### src/rtl/mmpu_pkg.sv
// Shared definitions for the mMPU command dispatcher: command field layout,
// op and FSM state encodings, and the per-op crossbar cycle count.
package mmpu_pkg;

    localparam int CMD_W   = 34;
    localparam int OP_LSB  = 32;
    localparam int OP_W    = 2;
    localparam int IDX_LSB = 26;
    localparam int IDX_W   = 6;
    localparam int ROW_LSB = 16;
    localparam int ROW_W   = 10;
    localparam int COL_LSB = 6;
    localparam int COL_W   = 10;
    localparam int AUX_LSB = 0;
    localparam int AUX_W   = 6;
    localparam int CNT_W   = 7;

    typedef enum logic [1:0] {
        OP_NOP   = 2'b00,
        OP_WRITE = 2'b01,
        OP_READ  = 2'b10,
        OP_MAGIC = 2'b11
    } op_e;

    typedef enum logic [1:0] {
        IDLE   = 2'b00,
        ACTIVE = 2'b01,
        RESP   = 2'b10
    } state_e;

    // MAGIC carries its evaluate length minus one in aux, so 0..63 maps to 1..64 cycles.
    function automatic logic [CNT_W-1:0] op_cycles(input op_e op, input logic [AUX_W-1:0] aux,
                                                    input int wr_cycles, input int rd_cycles);
        logic [CNT_W-1:0] n;
        case (op)
            OP_WRITE: n = CNT_W'(wr_cycles);
            OP_READ:  n = CNT_W'(rd_cycles);
            OP_MAGIC: n = {1'b0, aux} + 7'd1;
            default:  n = 7'd0;
        endcase
        return n;
    endfunction

endpackage

### src/rtl/mmpu_cmd_fifo.sv
// Synchronous command FIFO with registered occupancy count; full/empty are
// decoded from that count so they never depend on the current push/pop.
module mmpu_cmd_fifo #(
    parameter int DEPTH = 8,
    parameter int WIDTH = 34
) (
    input  logic                     clk,
    input  logic                     rst,
    input  logic                     push,
    input  logic [WIDTH-1:0]         din,
    input  logic                     pop,
    output logic [WIDTH-1:0]         dout,
    output logic                     full,
    output logic                     empty,
    output logic [$clog2(DEPTH):0]   count
);

    localparam int AW = $clog2(DEPTH);
    localparam logic [AW:0]   CNT_ONE = (AW+1)'(1);
    localparam logic [AW-1:0] PTR_ONE = AW'(1);

    logic [WIDTH-1:0] mem_r [DEPTH];
    logic [AW-1:0]    wr_ptr_r;
    logic [AW-1:0]    rd_ptr_r;
    logic [AW:0]      count_r;
    logic             push_ok_s;
    logic             pop_ok_s;

    assign full      = (count_r == (AW+1)'(DEPTH));
    assign empty     = (count_r == (AW+1)'(0));
    assign count     = count_r;
    assign dout      = mem_r[rd_ptr_r];
    assign push_ok_s = push & ~full;
    assign pop_ok_s  = pop & ~empty;

    // Pointer and occupancy bookkeeping; pointers wrap naturally at the power-of-2 depth.
    always_ff @(posedge clk or posedge rst) begin
        if (rst) begin
            wr_ptr_r <= '0;
            rd_ptr_r <= '0;
            count_r  <= '0;
        end else begin
            if (push_ok_s) wr_ptr_r <= wr_ptr_r + PTR_ONE;
            if (pop_ok_s)  rd_ptr_r <= rd_ptr_r + PTR_ONE;
            case ({push_ok_s, pop_ok_s})
                2'b10:   count_r <= count_r + CNT_ONE;
                2'b01:   count_r <= count_r - CNT_ONE;
                default: count_r <= count_r;
            endcase
        end
    end

    // Storage array; contents are don't-care while the slot is unoccupied.
    always_ff @(posedge clk) begin
        if (push_ok_s) mem_r[wr_ptr_r] <= din;
    end

endmodule

### src/rtl/mmpu_cmd_dispatcher.sv
// Buffers mMPU commands and sequences each one into timed crossbar control,
// returning sensed data for READs on an AXIS-style response channel.
module mmpu_cmd_dispatcher
    import mmpu_pkg::*;
#(
    parameter int FIFO_DEPTH     = 8,
    parameter int CROSSBAR_WIDTH = 16,
    parameter int WRITE_CYCLES   = 4,
    parameter int READ_CYCLES    = 2
) (
    input  logic                      clk,
    input  logic                      rst,
    input  logic [CMD_W-1:0]          s_axis_mMPU_command,
    input  logic                      s_axis_valid_mMPU_command,
    output logic                      s_axis_ready_mMPU_command,
    output logic                      xb_en,
    output logic [OP_W-1:0]           xb_op,
    output logic [IDX_W-1:0]          xb_idx,
    output logic [ROW_W-1:0]          xb_row,
    output logic [COL_W-1:0]          xb_col,
    input  logic [CROSSBAR_WIDTH-1:0] xb_rdata,
    output logic [CROSSBAR_WIDTH-1:0] m_axis_rd_data,
    output logic                      m_axis_valid_rd_data,
    input  logic                      m_axis_ready_rd_data,
    output logic                      busy,
    output logic [15:0]               cmd_count
);

    localparam int CW = $clog2(FIFO_DEPTH);

    logic [CMD_W-1:0]          fifo_dout_s;
    logic                      fifo_full_s;
    logic                      fifo_empty_s;
    logic [CW:0]               fifo_count_s;
    logic                      pop_s;
    op_e                       head_op_s;

    state_e                    state_r, state_nx_s;
    logic [CNT_W-1:0]          cnt_r, cnt_nx_s;
    logic                      load_s, done_s, cap_s, acc_s;

    op_e                       op_r;
    logic [IDX_W-1:0]          idx_r;
    logic [ROW_W-1:0]          row_r;
    logic [COL_W-1:0]          col_r;

    logic                      xb_en_r;
    logic [OP_W-1:0]           xb_op_r;
    logic [IDX_W-1:0]          xb_idx_r;
    logic [ROW_W-1:0]          xb_row_r;
    logic [COL_W-1:0]          xb_col_r;
    logic [CROSSBAR_WIDTH-1:0] rd_data_r;
    logic                      rd_valid_r;
    logic [15:0]               cmd_count_r;

    mmpu_cmd_fifo #(.DEPTH(FIFO_DEPTH), .WIDTH(CMD_W)) u_fifo (
        .clk   (clk),
        .rst   (rst),
        .push  (s_axis_valid_mMPU_command),
        .din   (s_axis_mMPU_command),
        .pop   (pop_s),
        .dout  (fifo_dout_s),
        .full  (fifo_full_s),
        .empty (fifo_empty_s),
        .count (fifo_count_s)
    );

    assign head_op_s = op_e'(fifo_dout_s[OP_LSB +: OP_W]);

    // Dispatch FSM: pop in IDLE, count down in ACTIVE, hold the READ response in RESP.
    always_comb begin
        state_nx_s = state_r;
        cnt_nx_s   = cnt_r;
        pop_s      = 1'b0;
        load_s     = 1'b0;
        done_s     = 1'b0;
        cap_s      = 1'b0;
        acc_s      = 1'b0;
        case (state_r)
            IDLE: begin
                if (!fifo_empty_s) begin
                    pop_s = 1'b1;
                    if (head_op_s == OP_NOP) begin
                        done_s = 1'b1;
                    end else begin
                        load_s     = 1'b1;
                        cnt_nx_s   = op_cycles(head_op_s, fifo_dout_s[AUX_LSB +: AUX_W],
                                               WRITE_CYCLES, READ_CYCLES);
                        state_nx_s = ACTIVE;
                    end
                end else begin
                    state_nx_s = IDLE;
                end
            end
            ACTIVE: begin
                if (cnt_r == 7'd1) begin
                    if (op_r == OP_READ) begin
                        state_nx_s = RESP;
                    end else begin
                        done_s     = 1'b1;
                        state_nx_s = IDLE;
                    end
                end else begin
                    cnt_nx_s = cnt_r - 7'd1;
                end
            end
            RESP: begin
                // xb_en trails the state by a cycle, so the first RESP cycle is the last sensed cycle.
                if (!rd_valid_r) begin
                    cap_s = 1'b1;
                end else if (m_axis_ready_rd_data) begin
                    acc_s      = 1'b1;
                    done_s     = 1'b1;
                    state_nx_s = IDLE;
                end else begin
                    state_nx_s = RESP;
                end
            end
            default: state_nx_s = IDLE;
        endcase
    end

    // FSM state and op cycle counter.
    always_ff @(posedge clk or posedge rst) begin
        if (rst) begin
            state_r <= IDLE;
            cnt_r   <= 7'd0;
        end else begin
            state_r <= state_nx_s;
            cnt_r   <= cnt_nx_s;
        end
    end

    // Command fields latched at pop.
    always_ff @(posedge clk or posedge rst) begin
        if (rst) begin
            op_r  <= OP_NOP;
            idx_r <= 6'd0;
            row_r <= 10'd0;
            col_r <= 10'd0;
        end else if (load_s) begin
            op_r  <= head_op_s;
            idx_r <= fifo_dout_s[IDX_LSB +: IDX_W];
            row_r <= fifo_dout_s[ROW_LSB +: ROW_W];
            col_r <= fifo_dout_s[COL_LSB +: COL_W];
        end
    end

    // Crossbar drive: selects update only together with xb_en so they hold between ops.
    always_ff @(posedge clk or posedge rst) begin
        if (rst) begin
            xb_en_r  <= 1'b0;
            xb_op_r  <= 2'b00;
            xb_idx_r <= 6'd0;
            xb_row_r <= 10'd0;
            xb_col_r <= 10'd0;
        end else begin
            xb_en_r <= (state_r == ACTIVE);
            if (state_r == ACTIVE) begin
                xb_op_r  <= op_r;
                xb_idx_r <= idx_r;
                xb_row_r <= row_r;
                xb_col_r <= col_r;
            end
        end
    end

    // READ response register.
    always_ff @(posedge clk or posedge rst) begin
        if (rst) begin
            rd_data_r  <= '0;
            rd_valid_r <= 1'b0;
        end else if (cap_s) begin
            rd_data_r  <= xb_rdata;
            rd_valid_r <= 1'b1;
        end else if (acc_s) begin
            rd_valid_r <= 1'b0;
        end
    end

    // Completed-command counter, wraps at 16 bits.
    always_ff @(posedge clk or posedge rst) begin
        if (rst) begin
            cmd_count_r <= 16'd0;
        end else if (done_s) begin
            cmd_count_r <= cmd_count_r + 16'd1;
        end
    end

    assign s_axis_ready_mMPU_command = ~fifo_full_s;
    assign xb_en                     = xb_en_r;
    assign xb_op                     = xb_op_r;
    assign xb_idx                    = xb_idx_r;
    assign xb_row                    = xb_row_r;
    assign xb_col                    = xb_col_r;
    assign m_axis_rd_data            = rd_data_r;
    assign m_axis_valid_rd_data      = rd_valid_r;
    assign cmd_count                 = cmd_count_r;
    assign busy = (state_r != IDLE) | (fifo_count_s != (CW+1)'(0)) | xb_en_r;

endmodule

### config.mk
export PLATFORM = sky130hd
export DESIGN_NAME = mmpu_cmd_dispatcher
export DESIGN_NICKNAME = d
export VERILOG_FILES = /design/src/rtl/mmpu_pkg.sv /design/src/rtl/mmpu_cmd_fifo.sv /design/src/rtl/mmpu_cmd_dispatcher.sv
export SDC_FILE = /design/constraint.sdc
export NUM_CORES = 1
export LEC_CHECK = 0
export ABC_AREA = 1
export BUFFER_PORTS_ARGS = -buffer_cell sky130_fd_sc_hd__buf_4
export CAP_MARGIN = 10
export CORE_MARGIN = 3
export CORE_UTILIZATION = 38
export DETAILED_ROUTE_END_ITERATION = 7
export SYNTH_ARGS = -nofsm -noshare
export SYNTH_HDL_FRONTEND = slang
export SYNTH_SLANG_ARGS = --single-unit
### constraint.sdc
create_clock -name clk -period 3.2 [get_ports clk]
set_clock_uncertainty 0.15 [all_clocks]
set_input_delay 0.16 -clock clk [delete_from_list [all_inputs] [get_ports clk]]
set_output_delay 0.16 -clock clk [all_outputs]
set_load 0.005 [all_outputs]
==> run_results.csv <==
group,metric,value,unit
power_and_ir_drop,power_density,942,nW/um^2
job,maxCapViolCount,0,
yosys,ys_warn_count,0,
yosys,netlist.top_cell.by_area,"edfxtp_1",
worst_setup_path,r2r_cells,10,
power_and_ir_drop,seqPwrFrac,0.399,
yosys,synth-edff-count,272,
global_routing,grt.overflow.total,0,
sta,max_slew_margin,0.486,
route,drt-pass1-iter-count,8,
route,drt_iter0_drc,836,
power_and_ir_drop,p_int,11.2,mW
global_routing,grt_pass1_wl,58700,um
sta,period_needed,2560,ps
route,avgRoutedWirePerCell,18.0,um
clock_network,clock_path_buffers,3,
sta,holdWs,119,ps
power_and_ir_drop,p_leak,7.34,nW
floorplanning,die_y,208,um
sta,fmax,0.391,GHz
cells_and_area,num-nets-final,1541,
cells_and_area,layout_commonest_cell,"edfxtp_1",
cells_and_area,layout.cells.non_filler,2032,
power_and_ir_drop,pwr-share-comb,0.349,
global_routing,grt_pass1_vias,10200,
floorplanning,num_rows,73,
floorplanning,ios,118,
yosys,syn_inst,1306,
yosys,ys.flop_type,"edfxtp_1",
worst_setup_path,end_kind,"flop",
place,dp_cells,1907,
worst_setup_path,worstSetupStartpoint,"u_fifo.rd_ptr_r[0]",
sta,tightest_slew,770,ps
worst_setup_path,r2r_end,"cnt_r[5]",
place,dpl.hpwl,22000,um
worst_setup_path,critPathMaxFanout,66,
sta,setup_tns,0,ps
yosys,syn_area,15500,um^2
route,remaining_drc_errors,0,
clock_network,cts_max_level,2,
place,portBuffers,117,
worst_setup_path,critPathLaunchType,"flop",
route,wirelength,36600,um
clock_network,cts.sinks,381,
worst_hold_path,min_path_type,"input port to async pin",
worst_setup_path,crit_arrival,2850,ps
worst_setup_path,r2r_slack,640,ps
global_routing,antenna_found_initial,0,
global_routing,grt_util_all_layers,0.170,
clock_network,insertion_delay,550,ps
sta,rsz0062_at_grt,"no",
yosys,synth_nets,1369,
power_and_ir_drop,power_frac_clock,0.252,
yosys,postSynthAreaPerCell,11.8,um^2
worst_setup_path,crit_required,3490,ps
cells_and_area,synthToLayoutAreaGrowth,21.4,%
clock_network,clkTransAtPathRegs,60,ps
worst_setup_path,path_class,"flop to flop",
sta,slew_violations,0,
route,final_antenna_net_count,0,
floorplanning,start_util,0.387,
cells_and_area,nFillCells,3622,
cells_and_area,diodes,0,
yosys,yosysTopAreaCellShare,0.528,
sta,setup_violations,0,
route,via_per_inst,5.08,
global_routing,grt_max_degree,73,
clock_network,clock-root-buffer,"clkbuf_16",
yosys,async_flop_share,0.286,
yosys,synth_seq_cells,381,
yosys,ys_top_cells_by_area,"edfxtp_1, dfrtp_1, nand2_1",
route,detailroute.via_count,10300,
sta,hold_violations,0,
place,gp_congestion,0.810,
power_and_ir_drop,swShare,0.365,
worst_setup_path,r2r-start,"u_fifo.rd_ptr_r[0]",
worst_setup_path,crit_path_end,"cnt_r[5]",
cells_and_area,drive_above_1_share,0.169,
power_and_ir_drop,design_power_total,17.7,mW
floorplanning,die-area,43200,um^2
power_and_ir_drop,power_switching,6.45,mW
clock_network,cts_tree,"done",
yosys,synth_seq_area_share,0.704,
run_status,outcome,"completed",
clock_network,postCtsResizedCells,0,
clock_network,numCtsBuffers,41,
sta,fin_crit_sh,0.799,
yosys,synth_cell_types,35,
floorplanning,dieWidth,208,um
power_and_ir_drop,ir_drop,0.511,mV
cells_and_area,layout_common_cells,"edfxtp_1, nand2_1, nor2_1, o21ai_0, buf_4",
floorplanning,core,40000,um^2
logic make-up (layout without fill, tap and decap cells):
| logic type | Yosys count | count (layout) | share of synthesized area |
|---|---|---|---|
| AND/OR/NAND/NOR | 502 | 502 | 0.129 |
| AO/OA/AOI/OAI | 240 | 240 | 0.0955 |
| buffers and inverters | 140 | 341 | 0.0417 |
| adder cells (fa/ha/maj) | 9 | 9 | 0.00728 |
| multiplexers | 17 | 17 | 0.0124 |
| flip-flops | 381 | 381 | 0.704 |
| XOR/XNOR | 17 | 17 | 0.00963 |
worst min-delay path by stage:
stage | start | endpoint | depth (start not counted)
detailed placement | rst | xb_row[8] | 2
global placement | rst | cmd_count[9] | 2
CTS | rst | xb_row[8] | 3
global route | rst | cmd_count[9] | 3
finish | rst | cmd_count[9] | 3
floorplan | s_axis_mMPU_command[0] | u_fifo.mem_r[0][0] | 0
synth_stat cells (9+ instances only):
library cell / n
o21ai_2: 19
dfrtp_1: 109
buf_2: 21
xor2_1: 13
nor2_1: 176
a21oi_1: 11
o21ai_1: 12
o21ai_0: 141
clkbuf_1: 27
inv_1: 69
nand2_1: 264
mux2_2: 17
o221ai_1: 52
edfxtp_1: 272
nand3_1: 39
ha_1: 9
state kept, by name, summed over array words and instances (netlist names), 4 cells and up:
name,flops
u_fifo.mem_r,272
cmd_count,16
m_axis_rd_data,16
col_r,10
row_r,10
xb_col,10
xb_row,10
cnt_r,7
idx_r,6
xb_idx,6
u_fifo.count,4
metal layers:
| metal | wire, um | global-route usage |
|---|---|---|
| met3 | 2020 | 0.0293 |
| met1 | 17200 | 0.249 |
| met2 | 16500 | 0.261 |
| met5 | 0 | 0 |
| met4 | 897 | 0.0528 |
what timing repair did:
item	in CTS	in global routing
buffers inserted	0	0
hold endpoints to repair	342	0
hold buffers	53	0
critical path, stage by stage (launching register included):
cell and delay, ps:
dfrtp_4 560, buf_4 590, nor2_1 120, nor2_1 100
o21ai_0 80, nand2_1 80, inv_1 30, o21ai_0 370
nand3_1 160, nand3_1 120, a21oi_1 60
power groups by stage:
| stage | clock [mW] | combinational (mW) | sequential (mW) |
|---|---|---|---|
| global route | 4.78 | 6.96 | 7.19 |
| finish | 4.46 | 6.17 | 7.06 |
| CTS | 4.58 | 6.22 | 7.06 |
| detailed placement | 0 | 6.15 | 7.15 |
| global placement | 0 | 6.03 | 7.13 |
| floorplan | 0 | 4.02 | 7.03 |
stage by stage:
step | util | setup slack, ps | area [um^2]
2_1_floorplan | - | 16.1 | 15500
3_3_place_gp | 0.425 | 733 | 17000
3_5_place_dp | 0.425 | 679 | 17000
4_1_cts | 0.469 | 661 | 18800
5_1_grt | 0.469 | 323 | 18800
6_report | 0.469 | 643 | 18800
area by class of cell:
| cell class | instances | area, um^2 | area share |
|---|---|---|---|
| tap | 525 | 657 | 0.0350 |
| sequential | 381 | 10900 | 0.580 |
| clock buffer | 58 | 1160 | 0.0619 |
| timing repair buffer | 197 | 1710 | 0.0911 |
| inverter | 72 | 274 | 0.0146 |
| multi-input combinational | 785 | 3990 | 0.212 |
| clock inverter | 14 | 88.8 | 0.00473 |
No activity file was read; power rests on OpenSTA's default activity.
